--- src/rtl/tcm_port_arbiter.sv ---
// ---------------------------------------------------------------------------
// tcm_port_arbiter
//
// Shares the single-read / single-write port pair of a tightly coupled memory
// between two requesters: requester 0 is the store buffer, requester 1 is the
// debug/loader master. The read and write ports are arbitrated independently,
// so one requester's read and the other's write can be granted together.
// Each port has its own round-robin pointer. The pointer only moves when both
// requesters contend for that port.
//
// Ops with an illegal size (anything but 1, 2 or 4 bytes) are still accepted.
// They never reach the TCM. Instead, an error response is returned one cycle
// later through the shared response slot.
//
// Ports
//   clk, rst                  clock, synchronous active-high reset
//   req_valid_i[k]            requester k presents an op
//   req_we_i[k]               1 = write, 0 = read
//   req_addr_i[k]             byte address
//   req_size_i[k]             access size in bytes (1, 2, 4 legal)
//   req_wdata_i[k]            write data, byte 0 in [7:0]
//   req_ready_o[k]            op of requester k accepted this cycle (combinational)
//   rsp_valid_o[k]            response for requester k this cycle
//   rsp_rdata_o               read data, shared, qualified by rsp_valid_o
//   rsp_err_o                 current response reports an illegal-size op
//   tcm_rd_o / tcm_read_*     TCM read strobe, address, size
//   tcm_wr_o / tcm_write_*    TCM write strobe, address, size, data
//   tcm_rdata_i               TCM read data, valid the cycle after tcm_rd_o
// ---------------------------------------------------------------------------
module tcm_port_arbiter #(
    parameter int ADDR_WIDTH = 32,
    parameter int DATA_WIDTH = 32
) (
    input  logic                        clk,
    input  logic                        rst,

    input  logic [1:0]                  req_valid_i,
    input  logic [1:0]                  req_we_i,
    input  logic [1:0][ADDR_WIDTH-1:0]  req_addr_i,
    input  logic [1:0][2:0]             req_size_i,
    input  logic [1:0][DATA_WIDTH-1:0]  req_wdata_i,
    output logic [1:0]                  req_ready_o,

    output logic [1:0]                  rsp_valid_o,
    output logic [DATA_WIDTH-1:0]       rsp_rdata_o,
    output logic                        rsp_err_o,

    output logic                        tcm_rd_o,
    output logic [ADDR_WIDTH-1:0]       tcm_read_addr_o,
    output logic [2:0]                  tcm_read_size_o,

    output logic                        tcm_wr_o,
    output logic [ADDR_WIDTH-1:0]       tcm_write_addr_o,
    output logic [2:0]                  tcm_write_size_o,
    output logic [DATA_WIDTH-1:0]       tcm_wdata_o,

    input  logic [DATA_WIDTH-1:0]       tcm_rdata_i
);

    // Round-robin pointers: value is the requester that wins the next contention.
    logic rr_rd_q, rr_rd_d;
    logic rr_wr_q, rr_wr_d;

    // Single response slot, filled at grant time and returned the next cycle.
    logic rsp_pend_q,  rsp_pend_d;
    logic rsp_owner_q, rsp_owner_d;
    logic rsp_err_q,   rsp_err_d;

    logic [1:0] size_ok;
    logic [1:0] rd_cand;
    logic [1:0] wr_cand;
    logic [1:0] rd_gnt;
    logic [1:0] wr_gnt;
    logic       rd_any;
    logic       wr_any;
    logic       rd_win;
    logic       wr_win;

    always_comb begin
        for (int k = 0; k < 2; k++) begin
            size_ok[k] = (req_size_i[k] == 3'd1) ||
                         (req_size_i[k] == 3'd2) ||
                         (req_size_i[k] == 3'd4);
        end
    end

    // Read port arbitration. Illegal-size reads arbitrate here too, because
    // their error pulse uses the read response slot.
    always_comb begin
        rd_cand = req_valid_i & ~req_we_i & {2{~rst}};
        rr_rd_d = rr_rd_q;
        rd_gnt  = rd_cand;
        if (rd_cand == 2'b11) begin
            rd_gnt  = rr_rd_q ? 2'b10 : 2'b01;
            rr_rd_d = ~rr_rd_q;
        end
        rd_any = |rd_gnt;
        rd_win = rd_gnt[1];
    end

    // Write port arbitration. An illegal-size write needs the response slot.
    // It is held off in any cycle that grants a read, so that its error pulse
    // can never land on top of read data.
    always_comb begin
        for (int k = 0; k < 2; k++) begin
            wr_cand[k] = req_valid_i[k] & req_we_i[k] & ~rst &
                         (size_ok[k] | ~rd_any);
        end
        rr_wr_d = rr_wr_q;
        wr_gnt  = wr_cand;
        if (wr_cand == 2'b11) begin
            wr_gnt  = rr_wr_q ? 2'b10 : 2'b01;
            rr_wr_d = ~rr_wr_q;
        end
        wr_any = |wr_gnt;
        wr_win = wr_gnt[1];
    end

    assign req_ready_o = rd_gnt | wr_gnt;

    // TCM strobes go out only for legal sizes. The unused address, size and
    // data fields are forced to zero.
    always_comb begin
        tcm_rd_o         = rd_any & size_ok[rd_win];
        tcm_read_addr_o  = '0;
        tcm_read_size_o  = '0;
        if (tcm_rd_o) begin
            tcm_read_addr_o = req_addr_i[rd_win];
            tcm_read_size_o = req_size_i[rd_win];
        end

        tcm_wr_o         = wr_any & size_ok[wr_win];
        tcm_write_addr_o = '0;
        tcm_write_size_o = '0;
        tcm_wdata_o      = '0;
        if (tcm_wr_o) begin
            tcm_write_addr_o = req_addr_i[wr_win];
            tcm_write_size_o = req_size_i[wr_win];
            tcm_wdata_o      = req_wdata_i[wr_win];
        end
    end

    // At most one response is created per cycle: every read grant creates one,
    // and an illegal write is only granted when no read is granted.
    always_comb begin
        rsp_pend_d  = 1'b0;
        rsp_owner_d = 1'b0;
        rsp_err_d   = 1'b0;
        if (rd_any) begin
            rsp_pend_d  = 1'b1;
            rsp_owner_d = rd_win;
            rsp_err_d   = ~size_ok[rd_win];
        end else if (wr_any && !size_ok[wr_win]) begin
            rsp_pend_d  = 1'b1;
            rsp_owner_d = wr_win;
            rsp_err_d   = 1'b1;
        end
    end

    always_ff @(posedge clk) begin
        if (rst) begin
            rr_rd_q     <= 1'b0;
            rr_wr_q     <= 1'b0;
            rsp_pend_q  <= 1'b0;
            rsp_owner_q <= 1'b0;
            rsp_err_q   <= 1'b0;
        end else begin
            rr_rd_q     <= rr_rd_d;
            rr_wr_q     <= rr_wr_d;
            rsp_pend_q  <= rsp_pend_d;
            rsp_owner_q <= rsp_owner_d;
            rsp_err_q   <= rsp_err_d;
        end
    end

    // Gating with rst suppresses a response left over from a read granted the
    // cycle before reset rose. The register itself is only cleared at the
    // first reset edge.
    always_comb begin
        rsp_valid_o = 2'b00;
        rsp_err_o   = 1'b0;
        rsp_rdata_o = '0;
        if (rsp_pend_q && !rst) begin
            rsp_valid_o = rsp_owner_q ? 2'b10 : 2'b01;
            rsp_err_o   = rsp_err_q;
            if (!rsp_err_q) begin
                rsp_rdata_o = tcm_rdata_i;
            end
        end
    end

endmodule
--- config.mk ---
export PLATFORM = sky130hd
export DESIGN_NAME = tcm_port_arbiter
export DESIGN_NICKNAME = d
export VERILOG_FILES = /design/src/rtl/tcm_port_arbiter.sv
export SDC_FILE = /design/constraint.sdc
export NUM_CORES = 1
export LEC_CHECK = 0
export BUFFER_PORTS_ARGS = -buffer_cell sky130_fd_sc_hd__buf_2
export CAP_MARGIN = 20
export CORE_AREA = 2 2 121 123
export DETAILED_ROUTE_END_ITERATION = 8
export DIE_AREA = 0 0 123 125
export PLACE_DENSITY = 0.62
export SLEW_MARGIN = 30
export SYNTH_ARGS = -nofsm -noshare
export SYNTH_HDL_FRONTEND = slang
export SYNTH_SLANG_ARGS = --single-unit
--- constraint.sdc ---
create_clock -name clk -period 3.3 [get_ports clk]
set_input_delay 0.825 -clock clk [delete_from_list [all_inputs] [get_ports clk]]
set_output_delay 0.825 -clock clk [all_outputs]
set_load 0.005 [all_outputs]
==> results.json, run 1 <==
{
  "start_util_pct": 19.0,
  "seqPwrFrac_pct": 8.1,
  "grt_pass1_vias": 4174,
  "p_clk_share_pct": 23.7,
  "r2r_cells": 4,
  "die_area_sq_um": 15400,
  "wire_per_inst_um": 18.1,
  "worstSkewPairLatency_ns": 0.23,
  "die_y_um": 125,
  "synthXorXnorAreaFrac_pct": 1.30,
  "gr-total-overflow": 0,
  "finalClockSkew_ns": 0.00203,
  "finalHoldViolations": 0,
  "num_rows": 44,
  "numCtsBuffers": 3,
  "antenna_found_initial": 1,
  "hold_depth": 2,
  "cts_tree": "done",
  "netlist_area_sq_um": 2700,
  "cts.sinks": 5,
  "io_pins": 313,
  "syn_nets": 599,
  "path_class": "in2out",
  "leakage_uw": 0.00235,
  "grt_pass1_wl_mm": 22.5,
  "r2r_slack_ns": 1.95,
  "yosysWarnings": 0,
  "synth_top_family_by_area": "compound AO/OA/AOI/OAI gates",
  "crit_path_max_fanout": 8,
  "vias_per_cell": 5.18,
  "ant_nets": 0,
  "powerDensity_nw_per_um2": 169,
  "drt_iter0_markers": 277,
  "status": "complete, no violations",
  "areaGrowthSynthToFinish_pct": 87.2,
  "dieWidth_um": 123,
  "final_common_cell": "buf_2",
  "n_fill_cell": 1571,
  "setup-violations-final": 0,
  "synth-seq-cells": 5,
  "synthMuxAreaShare_pct": 13.0,
  "path_cells": "buf_2 > nand2b_1 > o221ai_1 > or3b_4 > buf_12 > a21oi_4 > buf_2",
  "htreeDepth": 1,
  "final_max_slew_viol_count": 0,
  "dp_slack_ns": -0.0217,
  "slew_headroom_pct": 73.8,
  "drive_gt1_share_pct": 54.4,
  "dp.final_hpwl_mm": 12.0,
  "core_sq_um": 14200,
  "min_from": "rr_rd_q",
  "multiInputGateArea_sq_um": 2400,
  "clk_path_buf_depth": 2,
  "final_core_util_pct": 35.5,
  "worst_setup_path_end_kind": "primary output",
  "first_pass_iters": 5,
  "vias": 4730,
  "swShare_pct": 41.2,
  "r2r_end": "rsp_pend_q",
  "synth-simple-area-share_pct": 32.0,
  "ctsHoldBuffers": 0,
  "fin_hold_ws_ns": 0.607,
  "avgSynthCellArea_sq_um": 6.31,
  "synth_fa_ha_area_share_pct": 0,
  "grt_max_degree": 45,
  "synth_seq_area_share_pct": 3.71,
  "io_buffers": 312,
  "arrival_ns": 2.43,
  "cpPeakStageDelay_ns": 0.56,
  "nNetsFinal": 903,
  "crit_required_ns": 2.47,
  "fmax_ghz": 0.307,
  "p_comb_share_pct": 68.3,
  "drc_errors": 0,
  "gr-usage-all-layers_pct": 18.5,
  "peakVddDrop_mv": 0.0983,
  "p_sw_uw": 353,
  "min_period_over_period_pct": 98.6,
  "hold_path.class": "reg2reg",
  "r2r_start": "rr_wr_q",
  "layout_common_cells": "308 x buf_2, 66 x o211ai_1, 66 x nand3_1, 46 x a21oi_1",
  "timing.final.ws_setup_ns": 0.0457,
  "cts_root_buffer": "clkbuf_16",
  "synth_compound_area_share_pct": 38.7,
  "cpMostUsedCell": "buf_2",
  "fin_crit_ns": 3.25,
  "netlist_instances": 427,
  "p_int_uw": 503,
  "synthDistinctLibCells": 40,
  "wirelength_mm": 16.6,
  "register_area_sq_um": 100,
  "holdPathEnd": "rr_rd_q",
  "finalWeightedCongestion": 0.883,
  "diodes": 0,
  "clkSlewWorstSetupHoldPaths_ns": 0.03,
  "cp-start-kind": "input port",
  "slowest_stage": "or3b_4",
  "fin_setup_tns_ns": 0,
  "power.total_uw": 855,
  "worstMarginPinSlew_ns": 0.394,
  "cap_violations": 0
}
==> final cells by class <==
type                    count  area share [%]
multi-input cells         358            47.6
repair buffers            360            44.1
well taps                 184            4.56
flip-flops and latches      5            1.98
clock buffers               4            1.56
inverters                   3           0.223
==> power by group through the flow <==
stage / sequential (uW) / combinational, uW / clock [uW]
global placement: 69.4 / 527 / 0
global route: 69.3 / 636 / 207
finish: 68.9 / 584 / 203
CTS: 68.7 / 531 / 205
floorplan: 67.9 / 250 / 0
detailed placement: 69.5 / 529 / 0
==> state kept, by name, summed over array words and instances, names as in the netlist <==
| name | cells |
|---|---|
| rsp_owner_q | 1 |
| rr_wr_q | 1 |
| rsp_pend_q | 1 |
| rsp_err_q | 1 |
| rr_rd_q | 1 |
==> metal layers <==
metal	GRT usage (%)	vias to the layer above	wire [um]
met4	2.81	0	241
met1	22.9	2206	6650
met5	0	-	0
li1	-	2221	-
met3	1.87	23	1320
met2	34.5	280	8370
==> synth_stat cells, drive strengths merged <==
cell type  number  area share (%)
nor2b           4            0.93
o221ai          1            0.32
o21a            2            0.56
o211ai         66              18
a32oi           1            0.60
and3            2            0.46
nand2b          2            0.46
a21oi          69              14
dfxtp           5             3.7
nor3           35             6.5
nand4           1            0.23
nor3b           2            0.56
o21ai           6             1.1
a211oi          1            0.74
o211a           1            0.37
or3b            2            0.74
xnor2           1            0.32
inv             3            0.42
a22o            1            0.32
clkbuf         32             4.5
o21bai          2            0.56
a31oi           1            0.23
buf            30             6.4
nand3          66              12
and2           32             7.4
and3b           1            0.32
xor2            3            0.97
a21boi          1            0.28
nor2            7            0.97
mux2i          35              13
nand2           8             1.1
o32ai           1            0.32
o22ai           2            0.46
a21o            1            0.28
==> worst max path at each step <==
stage | endpoint | slack, ns | depth (start not counted) | from
detailed placement | tcm_wdata_o[3] | -0.02 | 7 | rst
CTS | tcm_write_addr_o[26] | -0.03 | 7 | rst
global route | tcm_write_size_o[1] | -0.007 | 9 | req_size_i[3]
floorplan | tcm_write_addr_o[21] | 0.21 | 7 | rst
finish | tcm_wdata_o[2] | 0.05 | 7 | req_size_i[0]
global placement | tcm_write_addr_o[7] | -0.03 | 7 | rst
==> worst max-delay path: cells and delay by family <==
family                 cells  cell delay (ns)
buffers and inverters      3             0.49
AOI/OAI and AO/OA          2             0.39
and+or+nand+nor            2             0.71
==> logic make-up (layout without fill, tap and decap cells) <==
logic type      count (synthesis)  after routing
xor+xnor                        4              4
compound gates                156            156
mux                            35             35
flops                           5              5
simple gates                  162            163
buf+inv                        65            367
==> per-stage QoR <==
| stage | instance area, sq um | std cells |
|---|---|---|
| detailed placement | 4630 | 897 |
| global placement | 4630 | 897 |
| finish | 5050 | 914 |
| CTS | 4710 | 901 |
| floorplan | 2700 | 427 |
| global route | 5050 | 914 |
==> repair_timing <==
| action | CTS | global route |
|---|---|---|
| resized for setup | 0 | 29 |
| setup buffers | 0 | 4 |
| cloned | 0 | 9 |
| pin swaps | 1 | 4 |
| setup endpoints to repair | 3 | 57 |
Power figures use the tool's default switching activity.
==> inputs of run 2 (changes only) <==
- CELL_PAD_IN_SITES_DETAIL_PLACEMENT: unset -> 1
- CELL_PAD_IN_SITES_GLOBAL_PLACEMENT: unset -> 1
- CORE_AREA: 2 2 121 123 -> 2 2 123 125
- DIE_AREA: 0 0 123 125 -> 0 0 125 127
- PLACE_DENSITY: 0.62 -> 0.87
==> run 2 against run 1 <==
Compared with the run above: final cell count fell by 0.77%; via count rose by 0.95%; die area rose by 3.3%; register-to-register slack got worse by 0.02 ns; fmax fell by 0.19%; largest power group unchanged.
==> results.json, run 2 (synthesis results as in run 1) <==
{
  "vias_per_cell": 5.26,
  "setup-violations-final": 0,
  "final_cells": 907,
  "slew_headroom_pct": 69.6,
  "crit_path_max_fanout": 6,
  "cp-start-kind": "input port",
  "cpMostUsedCell": "buf_2",
  "min_period_over_period_pct": 98.8,
  "grt_pass1_wl_mm": 25.8,
  "fin_hold_ws_ns": 0.615,
  "path_cells": "buf_2 > or3b_4 > a211oi_4 > buf_4 > buf_8 > buf_6 > o211ai_1 > a21oi_2 > buf_2",
  "r2r_slack_ns": 1.93,
  "wire_per_inst_um": 19.1,
  "arrival_ns": 2.44,
  "finalWeightedCongestion": 0.834,
  "crit_family": "buffers and inverters",
  "hold_path.class": "reg2reg",
  "grt_max_degree": 48,
  "cpPeakStageDelay_ns": 0.40,
  "fin_setup_tns_ns": 0,
  "peakVddDrop_mv": 0.0977,
  "hold_depth": 2,
  "start_util_pct": 18.7,
  "num_rows": 44,
  "powerDensity_nw_per_um2": 168,
  "clkSlewWorstSetupHoldPaths_ns": 0.03,
  "gr-total-overflow": 0,
  "core_sq_um": 14400,
  "cts_root_buffer": "clkbuf_16",
  "final_max_slew_viol_count": 0,
  "layout_common_cells": "311 x buf_2, 66 x o211ai_1, 66 x nand3_1, 57 x a21oi_1, 35 x mux2i_1",
  "slowest_stage": "or3b_4",
  "drc_errors": 0,
  "path_depth": 9,
  "critPathBufInv": 5,
  "fmax_ghz": 0.307,
  "numCtsBuffers": 3,
  "gr-usage-all-layers_pct": 19.7,
  "ctsHoldBuffers": 0,
  "dieWidth_um": 125,
  "areaGrowthSynthToFinish_pct": 79.4,
  "cts_tree": "done",
  "rsz0062_at_grt": "yes",
  "path_class": "in2out",
  "finalClockSkew_ns": 0.00158,
  "final_common_cell": "buf_2",
  "worst_setup_path_end_kind": "primary output",
  "die_y_um": 127,
  "status": "complete, no violations",
  "diodes": 0,
  "die_area_sq_um": 15900,
  "timing.final.ws_setup_ns": 0.0394,
  "grt_pass1_vias": 4717,
  "finalHoldViolations": 0,
  "htreeDepth": 1,
  "vias": 4775,
  "io_pins": 313,
  "dp_slack_ns": -0.201,
  "io_buffers": 312,
  "clk_path_buf_depth": 2,
  "dp.final_hpwl_mm": 13.4,
  "cap_violations": 0,
  "wirelength_mm": 17.4,
  "crit_required_ns": 2.47,
  "first_pass_iters": 4,
  "fin_crit_ns": 3.26,
  "dp.cells": 896,
  "drive_gt1_share_pct": 52.6,
  "nNetsFinal": 896,
  "worstMarginPinSlew_ns": 0.456,
  "r2r_cells": 4,
  "drt_iter0_markers": 225,
  "ant_nets": 0,
  "worstSkewPairLatency_ns": 0.23,
  "leakage_uw": 0.00226,
  "antenna_found_initial": 0,
  "final_core_util_pct": 33.5,
  "cts.sinks": 5
}
## run 2: changes by cell type in the layout (fill, tap and decap cells not counted), sizes merged
cell	delta
clkbuf	-5
buf	-1
or3b	-1
## run 2: path summary, 6_finish.rpt
| kind | end | from |
|---|---|---|
| setup / recovery | tcm_wdata_o[1] | rst |
| hold / removal | rr_rd_q | rr_rd_q |
| setup reg to reg | rsp_pend_q | rr_wr_q |
| hold reg to reg | rr_rd_q | rr_rd_q |
## run 2: metrics by stage
| step | total power, uW | instance area [sq um] |
|---|---|---|
| after floorplan | 318 | 2700 |
| after global placement | 583 | 4600 |
| after detailed placement | 595 | 4600 |
| after CTS | 800 | 4700 |
| after global routing | 867 | 4840 |
| final | 811 | 4840 |
## run 2: timing repair
action                                  CTS  global route
gates resized for setup                   5            12
cloned                                    0             2
endpoints found under the setup margin   68            27
pin swaps                                 1            14
buffers inserted                          0             5
## run 2: cell type report
class	instances	area, sq um
flip-flops and latches	5	100
multi-input cells	357	2340
inverters	3	11.3
clock buffers	4	78.8
well taps	184	230
fillers	1908	9590
repair buffers	354	2070
## run 2: layer usage
layer  vias to the layer above  global-route usage, %  wire length [um]
li1                       2193                      -                 -
met1                      2299                   23.0              6920
met2                       253                   37.9              8990
met3                        30                   2.43              1030
met4                         0                   4.71               416
met5                         -                      0                 0
## run 2: where the power goes
part           total (uW)  leakage (uW)  switching (uW)  internal (uW)
clock                 199     0.0000382            39.1            160
combinational         543       0.00218             297            246
sequential           68.8     0.0000412            3.53           65.2
total                 811       0.00226             340            471
## run 2: worst min-delay path: cells and delay by family (launching register included)
family | cells | cell delay [ns]
XOR/XNOR | 1 | 0.17
AND/OR/NAND/NOR | 1 | 0.05
flip-flops | 1 | 0.35
